`config.mk`:
```
export PLATFORM = sky130hd
export DESIGN_NAME = mips_io_responder
export DESIGN_NICKNAME = d
export VERILOG_FILES = /design/src/rtl/mips_io_pkg.sv /design/src/rtl/io_edge_sync.sv /design/src/rtl/mips_io_responder.sv
export SDC_FILE = /design/constraint.sdc
export NUM_CORES = 1
export LEC_CHECK = 0
export BUFFER_PORTS_ARGS = -buffer_cell sky130_fd_sc_hd__buf_4
export CORE_AREA = 2 2 86 88
export DETAILED_ROUTE_END_ITERATION = 10
export DIE_AREA = 0 0 88 90
export PLACE_DENSITY = 0.73
export SETUP_SLACK_MARGIN = 0.3
export SLEW_MARGIN = 20
export SYNTH_ARGS = -nofsm -noshare
export SYNTH_HDL_FRONTEND = slang
export SYNTH_SLANG_ARGS = --single-unit
```
`constraint.sdc`:
```
create_clock -name CLK -period 1.8 [get_ports CLK]
set_input_delay 0.09 -clock CLK [delete_from_list [all_inputs] [get_ports CLK]]
set_output_delay 0.09 -clock CLK [all_outputs]
set_load 0.02 [all_outputs]
```
`src/rtl/mips_io_pkg.sv`:
```
// rtl/mips_io_pkg.sv - shared I/O register map constants for the MIPS I/O window
package mips_io_pkg;

    localparam logic [1:0]  IO_LED  = 2'd0;
    localparam logic [1:0]  IO_SW   = 2'd1;
    localparam logic [1:0]  IO_CNT  = 2'd2;
    localparam logic [1:0]  IO_BTN  = 2'd3;

    // Upper address bits the core's IsIO decode matches to route accesses here.
    localparam logic [27:0] IO_BASE = 28'h00007ff;

endpackage

```
`src/rtl/io_edge_sync.sv`:
```
// rtl/io_edge_sync.sv - 2-flop synchronizer with history flop for rising-edge detect
module io_edge_sync #(
    parameter int W = 4
) (
    input  logic         clk,
    input  logic         rst,
    input  logic [W-1:0] din,
    output logic [W-1:0] sync,
    output logic [W-1:0] rise
);

    logic [W-1:0] meta_q, meta_d;
    logic [W-1:0] sync_q, sync_d;
    logic [W-1:0] hist_q, hist_d;
    logic [2:0]   vld_q,  vld_d;

    always_comb begin
        meta_d = din;
        sync_d = meta_q;
        hist_d = sync_q;
        vld_d  = {vld_q[1:0], 1'b1};
    end

    always_ff @(posedge clk) begin
        if (rst) begin
            meta_q <= '0;
            sync_q <= '0;
            hist_q <= '0;
            vld_q  <= '0;
        end else begin
            meta_q <= meta_d;
            sync_q <= sync_d;
            hist_q <= hist_d;
            vld_q  <= vld_d;
        end
    end

    // Until hist holds a real sample, a high level left over from reset is not an edge.
    assign sync = sync_q;
    assign rise = sync_q & ~hist_q & {W{vld_q[2]}};

endmodule

```
`src/rtl/mips_io_responder.sv`:
```
// rtl/mips_io_responder.sv - memory-mapped LED/switch/counter/button responder for the MIPS core
module mips_io_responder
    import mips_io_pkg::*;
#(
    parameter int LED_W = 8,
    parameter int SW_W  = 8,
    parameter int BTN_W = 4
) (
    input  logic             CLK,
    input  logic             RESET,
    input  logic [3:0]       IOAddr,
    input  logic [31:0]      IOWriteData,
    input  logic             IOWriteEn,
    output logic [31:0]      IOReadData,
    input  logic [SW_W-1:0]  Switches,
    input  logic [BTN_W-1:0] Buttons,
    output logic [LED_W-1:0] Leds
);

    logic [LED_W-1:0] led_q, led_d;
    logic [31:0]      cnt_q, cnt_d;
    logic [BTN_W-1:0] btn_q, btn_d;

    logic [SW_W-1:0]  sw_sync;
    logic [SW_W-1:0]  sw_rise;
    logic [BTN_W-1:0] btn_sync;
    logic [BTN_W-1:0] btn_rise;
    logic             unused_bits;

    io_edge_sync #(.W(SW_W)) u_sw_sync (
        .clk  (CLK),
        .rst  (RESET),
        .din  (Switches),
        .sync (sw_sync),
        .rise (sw_rise)
    );

    io_edge_sync #(.W(BTN_W)) u_btn_sync (
        .clk  (CLK),
        .rst  (RESET),
        .din  (Buttons),
        .sync (btn_sync),
        .rise (btn_rise)
    );

    assign unused_bits = ^{IOAddr[1:0], sw_rise, btn_sync};

    always_comb begin
        led_d = led_q;
        cnt_d = cnt_q + 32'd1;
        btn_d = btn_q;
        if (IOWriteEn) begin
            case (IOAddr[3:2])
                IO_LED:  led_d = IOWriteData[LED_W-1:0];
                IO_CNT:  cnt_d = '0;
                IO_BTN:  btn_d = btn_q & ~IOWriteData[BTN_W-1:0];
                default: ;
            endcase
        end
        // A new press overrides a clear landing on the same edge.
        btn_d = btn_d | btn_rise;
    end

    always_ff @(posedge CLK) begin
        if (RESET) begin
            led_q <= '0;
            cnt_q <= '0;
            btn_q <= '0;
        end else begin
            led_q <= led_d;
            cnt_q <= cnt_d;
            btn_q <= btn_d;
        end
    end

    always_comb begin
        IOReadData = '0;
        case (IOAddr[3:2])
            IO_LED:  IOReadData = 32'(led_q);
            IO_SW:   IOReadData = 32'(sw_sync);
            IO_CNT:  IOReadData = cnt_q;
            IO_BTN:  IOReadData = 32'(btn_q);
            default: IOReadData = '0;
        endcase
    end

    assign Leds = led_q;

endmodule

```
==> results of run 1 <==
[cell usage in the layout (no fill, tap or decap), drive strengths merged, types with 13 or more instances in the layout]
| cell | instances |
|---|---|
| nand2 | 17 |
| nand3 | 14 |
| mux2i | 15 |
| a21oi | 17 |
| inv | 13 |
| nor2 | 27 |
| and2 | 25 |
| buf | 120 |
| nor2b | 31 |
| dfxtp | 75 |
| dlygate4sd3 | 20 |
[kinds of logic (layout without fill, tap and decap cells)]
| kind of cell | Yosys count | in the layout |
|---|---|---|
| DFF | 75 | 75 |
| muxes | 19 | 19 |
| buffers and inverters | 27 | 164 |
| xor gates and xnor gates | 12 | 12 |
| AOI/OAI and AO/OA | 39 | 39 |
| adders and majority gates | 1 | 1 |
| and+or+nand+nor | 160 | 160 |
[power groups by stage]
stage	clock (uW)	combinational, uW	sequential [uW]
floorplan	0	109	1760
finish	1370	269	1720
global placement	0	215	1760
global route	1460	291	1720
detailed placement	0	218	1760
CTS	1390	262	1720
[routing by layer]
layer | part of all wire, % | wire [um]
met5 | 0 | 0
met1 | 43 | 3290
met2 | 51 | 3940
met3 | 4.3 | 330
met4 | 1.9 | 150
[through the flow]
step                      TNS (ns)  setup slack [ns]
after global placement      -0.280           -0.0786
after detailed placement    -0.433            -0.122
after CTS                  -0.0580           -0.0207
after floorplan                  0            0.0180
after global routing        -0.946            -0.128
final                       -0.192           -0.0657
[cells in the mapped netlist]
master	count	area, sq um
and3_1	3	18.8
inv_1	8	30.0
nand4_2	2	25.0
nor2b_1	31	194
mux2i_1	15	150
nand2b_1	3	18.8
dfxtp_1	75	1500
and2_1	25	156
ha_1	1	12.5
or3_1	6	37.5
nand2_1	17	63.8
clkbuf_1	14	52.6
nor3_1	4	20.0
mux4_2	4	90.1
o21ai_0	9	45.0
xnor2_1	8	70.1
buf_1	1	3.75
nor2_1	27	101
and4_1	3	26.3
a21oi_1	17	85.1
nor4_1	2	12.5
buf_2	4	20.0
o31ai_1	10	75.1
nand3_1	14	70.1
a32oi_1	3	26.3
nor3b_1	1	7.51
or4_1	12	90.1
xor2_1	4	35.0
nand4_1	10	62.6
[state kept, by name (all words and copies together), names as in the netlist]
signal	count
u_btn_sync.sync	4
u_sw_sync.meta_q	8
u_btn_sync.vld_q	3
Leds	8
u_sw_sync.sync	8
btn_q	4
u_btn_sync.meta_q	4
cnt_q	32
u_btn_sync.hist_q	4
[cell type report]
cell class              count  area, sq um  share of cell area, %
clock buffers               9          124                   2.63
clock inverters             7         81.3                   1.73
inverters                   8         30.0                  0.638
multi-input cells         231         1650                   35.1
flip-flops and latches     75         1540                   32.8
well taps                  99          124                   2.63
repair buffers            140         1150                   24.5
[worst max-delay path, stage by stage, from the launching register on]
cell	delay [ns]
dfxtp_1	0.35
nand3_2	0.12
or4_4	0.53
buf_6	0.15
buf_4	0.16
or3_1	0.34
a21oi_2	0.14
[worst paths after layout]
check,startpoint,end,cells after the start
min,IOWriteData[3],Leds[3],3
max,cnt_q[13],cnt_q[23],6
max reg2reg,cnt_q[13],cnt_q[23],6
min reg2reg,u_sw_sync.meta_q[5],u_sw_sync.sync[5],1
[what timing repair did]
item	in CTS	in global routing
endpoints found under the setup margin	22	23
setup buffers	8	9
endpoints found under the hold margin	22	0
pin swaps	17	7
hold buffers	20	0
gates resized for setup	25	21
==> results.md, run 1 <==
* Fmax at 536 MHz
* Net Sw Power at 850 uW
* M1 GR Usage at 24.3%
* Slew Viols, Final at 0
* Met3 usage at 4.87%
* Period utilization at 104%
* Dpl hpwl at 4.90 mm
* Final Wtd Congestion at 0.799
* Placed Area at 0.00400 sq mm
* Die height at 90 um
* Syn nets at 385
* Critical Path AT at 2.15 ns
* P per Cell Area at 713 mW/mm^2
* WS Path Type: reg -> reg
* Vias in the first global route at 2803
* Final number of setup-violating endpoints at 7
* Drt first-iter violations at 138
* HP Class: in -> reg
* Fill count at 526
* Die area at 0.00792 sq mm
* CTS H-tree depth at 3
* Drt drc at 0
* Max-slew headroom at 68.5%
* Final net count at 517
* Worst-path fanout max at 10
* CTS clk-pin slew, worst paths at 0.09 ns
* Placed cells at 516
* Violated checks: negative setup slack
* Pin count of the biggest net entering global routing at 41
* Mapped Area at 0.00310 sq mm
* Cell count after synthesis at 333
* Flop pwr share at 51.2%
* Number of synthesized register bits at 75
* Core area at 0.00702 sq mm
* Req. time, crit path at 2.09 ns
* Synthesized-area fraction occupied by xor and xnor cells at 3.39%
* Largest family of logic cells by synthesized area: simple AND/OR/NAND/NOR gates
* Average cell area after synthesis at 9.31 sq um
* Maxcap violations at 0
* Post-DR wirelength/cell at 13.6 um
* IO Pins at 91
* Grt ovf at 0
* Cell Rows at 31
* CP startpoint kind: flip-flop
* Hold slack at 0.00750 ns
* Fin util at 67.0%
* GRT Total Usage at 19.7%
* DR pass1 iterations at 5
* Met2 Use GR at 32.7%
* Switch share at 25.3%
* Clock power frac at 40.8%
* Final worst setup slack at -0.0657 ns
* Cts bufs inserted at 9
* CTS tree: built
* Synth Area in Adders at 0.403%
* Clk sinks at 75
* Simple-gate portion of the synthesized area at 29.2%
* Vias post-DR at 2871
* RSZ-0062 raised after global routing: yes
* Detail Route Antenna Nets at 0
* Worst reg-to-reg setup slack at -0.07 ns
* Overall Power at 3350 uW
* Worst-case clock buffer depth at 2
* Antenna cell count at 0
* Clock Skew at 0.0134 ns
* Area growth syn-to-layout at 51.7%
* Finished Layout Cells at 569
* Fin crit period at 1.87 ns
* Static leakage at 0.00191 uW
* Comb pwr share at 8.0%
* Multiplexer area fraction after synthesis at 7.75%
* Compound-Gate Fraction of Synth Area at 7.46%
* Total Wirelength at 7.72 mm
* Design area at 0.00470 sq mm
* VDD IR max at 0.554 mV
* Worst-margin pin slew at 0.472 ns
* First-pass GRT wire length at 12.6 mm
* Initial Util at 44.2%
* Root buf cell: clkbuf_8
* Die Width at 88 um
* Register area share after synthesis at 48.4%
* Hold Vio Cnt, Final at 0
* Cell-internal power at 2500 uW
* Port bufs at 64
* Status: complete, but fails checks
* Synth cell types at 29
* Initial antenna violation count at 0
* Fraction of layout cells with a size suffix above 1 at 38.7%
* CP Capture Type: flip-flop
* Grt peak-use layer: met2
* Clock latency on the worst-skew pair at 0.36 ns
* Yosys warning count at 0
* Vias per cell at 5.05
No activity file was read; power rests on OpenSTA's default activity.
==> run 2, diff against run 1 <==
--- a/config.mk
+++ b/config.mk
@@ -6,10 +6,10 @@
 export NUM_CORES = 1
 export LEC_CHECK = 0
 export BUFFER_PORTS_ARGS = -buffer_cell sky130_fd_sc_hd__buf_4
-export CORE_AREA = 2 2 86 88
+export CORE_AREA = 2 2 87 89
 export DETAILED_ROUTE_END_ITERATION = 10
-export DIE_AREA = 0 0 88 90
-export PLACE_DENSITY = 0.73
+export DIE_AREA = 0 0 89 91
+export PLACE_DENSITY = 0.72
 export SETUP_SLACK_MARGIN = 0.3
 export SLEW_MARGIN = 20
 export SYNTH_ARGS = -nofsm -noshare
==> results.md, run 2 (synthesized netlist as in run 1, its figures left out) <==
* WP buf/inv at 1
* Drt first-iter violations at 100
* Fin crit period at 1.81 ns
* Root buf cell: clkbuf_8
* Vias per cell at 5.07
* Violated checks: negative setup slack
* Final net count at 514
* Biggest register: cnt_q
* Critical Path AT at 2.06 ns
* CTS tree: built
* Die height at 91 um
* Area growth syn-to-layout at 51.9%
* Overall Power at 3350 uW
* CTS clk-pin slew, worst paths at 0.08 ns
* Initial Util at 43.5%
* Worst path cell trace: ha_4 -> nand3_4 -> or4_4 -> buf_6 -> or4_4 -> mux2i_1
* Commonest non-fill, non-tap cell in the layout: buf_4
* Grt ovf at 0
* Worst-case clock buffer depth at 2
* Worst slack, placed at -0.125 ns
* Clock latency on the worst-skew pair at 0.35 ns
* WS Path Type: reg -> reg
* Pin count of the biggest net entering global routing at 43
* HP Class: in -> reg
* Cell Rows at 31
* Hold Vio Cnt, Final at 0
* Max-slew headroom at 67.1%
* Die area at 0.00810 sq mm
* Post-DR wirelength/cell at 14.1 um
* CTS H-tree depth at 3
* VDD IR max at 0.552 mV
* Req. time, crit path at 2.05 ns
* Final Wtd Congestion at 0.792
* CP max stage delay at 0.43 ns
* Slew Viols, Final at 0
* Slowest cell on crit path: or4_4
* Hold slack at 0.00599 ns
* Detail Route Antenna Nets at 0
* DR pass1 iterations at 4
* Drt drc at 0
* Crit path max-delay family: simple AND/OR/NAND/NOR gates
* Fraction of layout cells with a size suffix above 1 at 40.0%
* Final worst setup slack at -0.00932 ns
* Critical path's most frequent cell: or4_4
* Placed cells at 517
* Total Wirelength at 7.96 mm
* Core area at 0.00714 sq mm
* Antenna cell count at 0
* Die Width at 89 um
* Clock Skew at 0.0106 ns
* Worst-margin pin slew at 0.493 ns
* Fill count at 559
* Finished Layout Cells at 566
* Period utilization at 101%
* Port bufs at 64
* Maxcap violations at 0
* Cts bufs inserted at 9
* Final number of setup-violating endpoints at 2
* Dpl hpwl at 5.09 mm
* Vias in the first global route at 2853
* IO Pins at 91
* Flip-flop count of the largest register after layout at 32
* First-pass GRT wire length at 13.1 mm
* RSZ-0062 raised after global routing: yes
* CP startpoint kind: flip-flop
* Initial antenna violation count at 0
* CP Capture Type: flip-flop
* Status: complete, but fails checks
* Leading cell types in the layout, fill and taps excluded: buf_4 (106), dfxtp_1 (57), nor2b_1 (31)
* P per Cell Area at 711 mW/mm^2
* Worst-path fanout max at 5
* Vias post-DR at 2872
* GRT Total Usage at 20.5%
* Clk sinks at 75
* Static leakage at 0.00190 uW
* Fmax at 553 MHz
-- run 2: cell count changes in the layout (fill, tap and decap cells not counted), sizes merged --
cell	previous run	this run
clkinv	0	2
buf	120	118
inv	13	9
clkbuf	9	11
dlygate4sd3	20	19
-- run 2: tightest hold or removal path, delay by kind of cell --
kind                   cells  cell delay, ns
muxes                      1            0.07
and+or+nand+nor            1            0.07
buffers and inverters      1            0.09
-- run 2: path summary, 6_finish.rpt --
| kind | from | endpoint | slack (ns) | cells past startpoint |
|---|---|---|---|---|
| worst max-delay path | cnt_q[1] | cnt_q[30] | -0.009 | 6 |
| worst min register to register | u_sw_sync.meta_q[4] | u_sw_sync.sync[4] | 0.44 | 1 |
| worst max register to register | cnt_q[1] | cnt_q[30] | -0.009 | 6 |
| worst min-delay path | IOWriteData[1] | Leds[1] | 0.006 | 3 |
-- run 2: layout make-up --
class	instances	area [sq um]	area share [%]
sequential	75	1540	32.7
multi-input combinational	231	1680	35.7
timing repair buffer	137	1120	23.8
clock inverter	5	60.1	1.27
inverter	8	30.0	0.637
tap	99	124	2.63
clock buffer	11	151	3.21
-- run 2: layer usage --
layer  share of wire, %  track usage [%]  vias up  wire (um)
met2                 52             35.6       70       4170
met4                2.5             8.33        0        195
met3                3.9             4.18       18        310
met1                 41             24.2     1368       3280
met5                  0                0        -          0
li1                   -                -     1416          -
-- run 2: repair_timing --
| action | 4_1_cts | 5_1_grt |
|---|---|---|
| setup buffers | 4 | 8 |
| hold endpoints to repair | 19 | 0 |
| gates resized for setup | 23 | 31 |
| pin swaps | 9 | 15 |
| hold buffers | 19 | 0 |
| setup endpoints to repair | 22 | 23 |
| cloned | 1 | 1 |
-- run 2: per-stage QoR --
stage / area (sq um) / util, % / setup TNS, ns
floorplan: 3200 / - / 0
global placement: 4010 / 56.2 / -0.443
detailed placement: 4010 / 56.2 / -0.856
CTS: 4540 / 63.6 / -0.112
global route: 4710 / 66.0 / -0.276
finish: 4710 / 66.0 / -0.0178
-- run 2: power by group --
group / switching [uW] / leakage (uW) / internal, uW
registers: 24.5 / 0.000623 / 1690
logic: 125 / 0.00117 / 148
clock network: 637 / 0.000106 / 721
==> run 3, diff against run 2 <==
--- a/config.mk
+++ b/config.mk
@@ -9,7 +9,7 @@
 export CORE_AREA = 2 2 87 89
 export DETAILED_ROUTE_END_ITERATION = 10
 export DIE_AREA = 0 0 89 91
-export PLACE_DENSITY = 0.72
+export PLACE_DENSITY = 0.69
 export SETUP_SLACK_MARGIN = 0.3
 export SLEW_MARGIN = 20
 export SYNTH_ARGS = -nofsm -noshare
==> constraint.sdc (replaced) <==
create_clock -name CLK -period 1.93 [get_ports CLK]
set_input_delay 0.0965 -clock CLK [delete_from_list [all_inputs] [get_ports CLK]]
set_output_delay 0.0965 -clock CLK [all_outputs]
set_load 0.02 [all_outputs]
==> results.md, run 3 (synthesized netlist as in run 1, its figures left out) <==
* Grt ovf at 0
* CTS clk-pin slew, worst paths at 0.08 ns
* Initial Util at 43.5%
* Clock Skew at 0.0104 ns
* Placed Area at 0.00394 sq mm
* Cts bufs inserted at 9
* Slew Viols, Final at 0
* IO Pins at 91
* Fill count at 624
* Hold Path Depth at 3
* Final Wtd Congestion at 0.778
* Fmax at 552 MHz
* CP startpoint kind: flip-flop
* Final net count at 498
* Maxcap violations at 0
* P per Cell Area at 663 mW/mm^2
* Core area at 0.00714 sq mm
* Design area at 0.00445 sq mm
* Area growth syn-to-layout at 43.3%
* Hold slack at 0.0264 ns
* Max-slew headroom at 68.1%
* Fraction of layout cells with a size suffix above 1 at 34.4%
* CTS H-tree depth at 3
* Drt first-iter violations at 109
* Worst-margin pin slew at 0.478 ns
* Drt drc at 0
* Vias post-DR at 2759
* Leading cell types in the layout, fill and taps excluded: buf_4 (101), dfxtp_1 (61), nor2b_1 (31)
* Worst reg-to-reg setup slack at 0.12 ns
* First-pass GRT wire length at 11.6 mm
* DR pass1 iterations at 5
* Detail Route Antenna Nets at 0
* Root buf cell: clkbuf_8
* VDD IR max at 0.553 mV
* Finished Layout Cells at 550
* Final number of setup-violating endpoints at 0
* WS Path Type: reg -> reg
* Status: finished clean
* HP Class: in -> reg
* Die Width at 89 um
* Critical Path AT at 2.09 ns
* Hold Vio Cnt, Final at 0
* Clk sinks at 75
* RSZ-0062 raised after global routing: yes
* Vias in the first global route at 2554
* Vias per cell at 5.02
* Dpl hpwl at 4.71 mm
* Period utilization at 93.9%
* Antenna cell count at 0
* Cell Rows at 31
* Flip-flop count of the largest register after layout at 32
* Die height at 91 um
* Port bufs at 64
* Fin crit period at 1.81 ns
* Pin count of the biggest net entering global routing at 45
* Biggest register: cnt_q
* GRT Total Usage at 18.3%
* Worst-case clock buffer depth at 2
* CTS tree: built
* Placed cells at 509
* Fin util at 62.3%
* Worst-path fanout max at 10
* Commonest non-fill, non-tap cell in the layout: buf_4
* Die area at 0.00810 sq mm
* Register-to-Register Path Depth at 5
* Post-DR wirelength/cell at 13.0 um
* CP Capture Type: flip-flop
* Total Wirelength at 7.15 mm
* Clock latency on the worst-skew pair at 0.34 ns
* Static leakage at 0.00178 uW
* Req. time, crit path at 2.20 ns
* Initial antenna violation count at 0
[run 3: cell types whose count changed in the layout (fill, tap and decap cells not counted), sizes merged]
cell,before,now
or4,12,13
bufinv,1,0
inv,9,8
clkinvlp,1,3
buf,118,103
dlygate4sd3,19,17
[run 3: timing repair]
action,CTS,global route
hold endpoints to repair,17,0
buffers inserted,6,1
gates cloned,1,0
setup endpoints to repair,16,16
resized for setup,15,7
pin swaps,11,3
hold buffers,17,0
[run 3: worst paths after layout]
check	endpoint	start
worst min-delay path	Leds[3]	IOWriteData[3]
worst max register to register	cnt_q[17]	cnt_q[1]
worst min register to register	u_sw_sync.sync[3]	u_sw_sync.meta_q[3]
worst max-delay path	cnt_q[17]	cnt_q[1]
[run 3: cell type report]
class                      count  area (sq um)  area share [%]
multi-input combinational    232          1620            36.4
sequential                    75          1530            34.4
timing repair buffer         120           951            21.4
clock buffer                  11           153            3.43
tap                           99           124            2.79
clock inverter                 5          36.3           0.816
inverter                       8          30.0           0.675
[run 3: through the flow]
step	setup WS, ns	power [uW]	setup TNS, ns
floorplan	0.148	1740	0
global placement	0.0122	1830	0
global route	0.0496	3080	0
CTS	0.138	2980	0
detailed placement	-0.0283	1840	-0.0875
finish	0.117	2950	0
[run 3: critical path: stages, from the launching register on]
cell	delay, ns
dfxtp_4	0.39
nand4_4	0.10
or4_4	0.61
buf_6	0.17
or3_1	0.33
a21oi_2	0.14
[run 3: layer usage]
metal / GRT usage [%] / routed length [um] / vias to the layer above
met5: 0 / 0 / -
met4: 7.34 / 99 / 0
met3: 3.64 / 260 / 10
met2: 30.3 / 3630 / 72
met1: 23.0 / 3170 / 1288
li1: - / - / 1389
[run 3: where the power goes]
part,switching [uW],internal (uW)
clock network,572,545
registers,21.6,1580
logic,106,121
total,700,2250
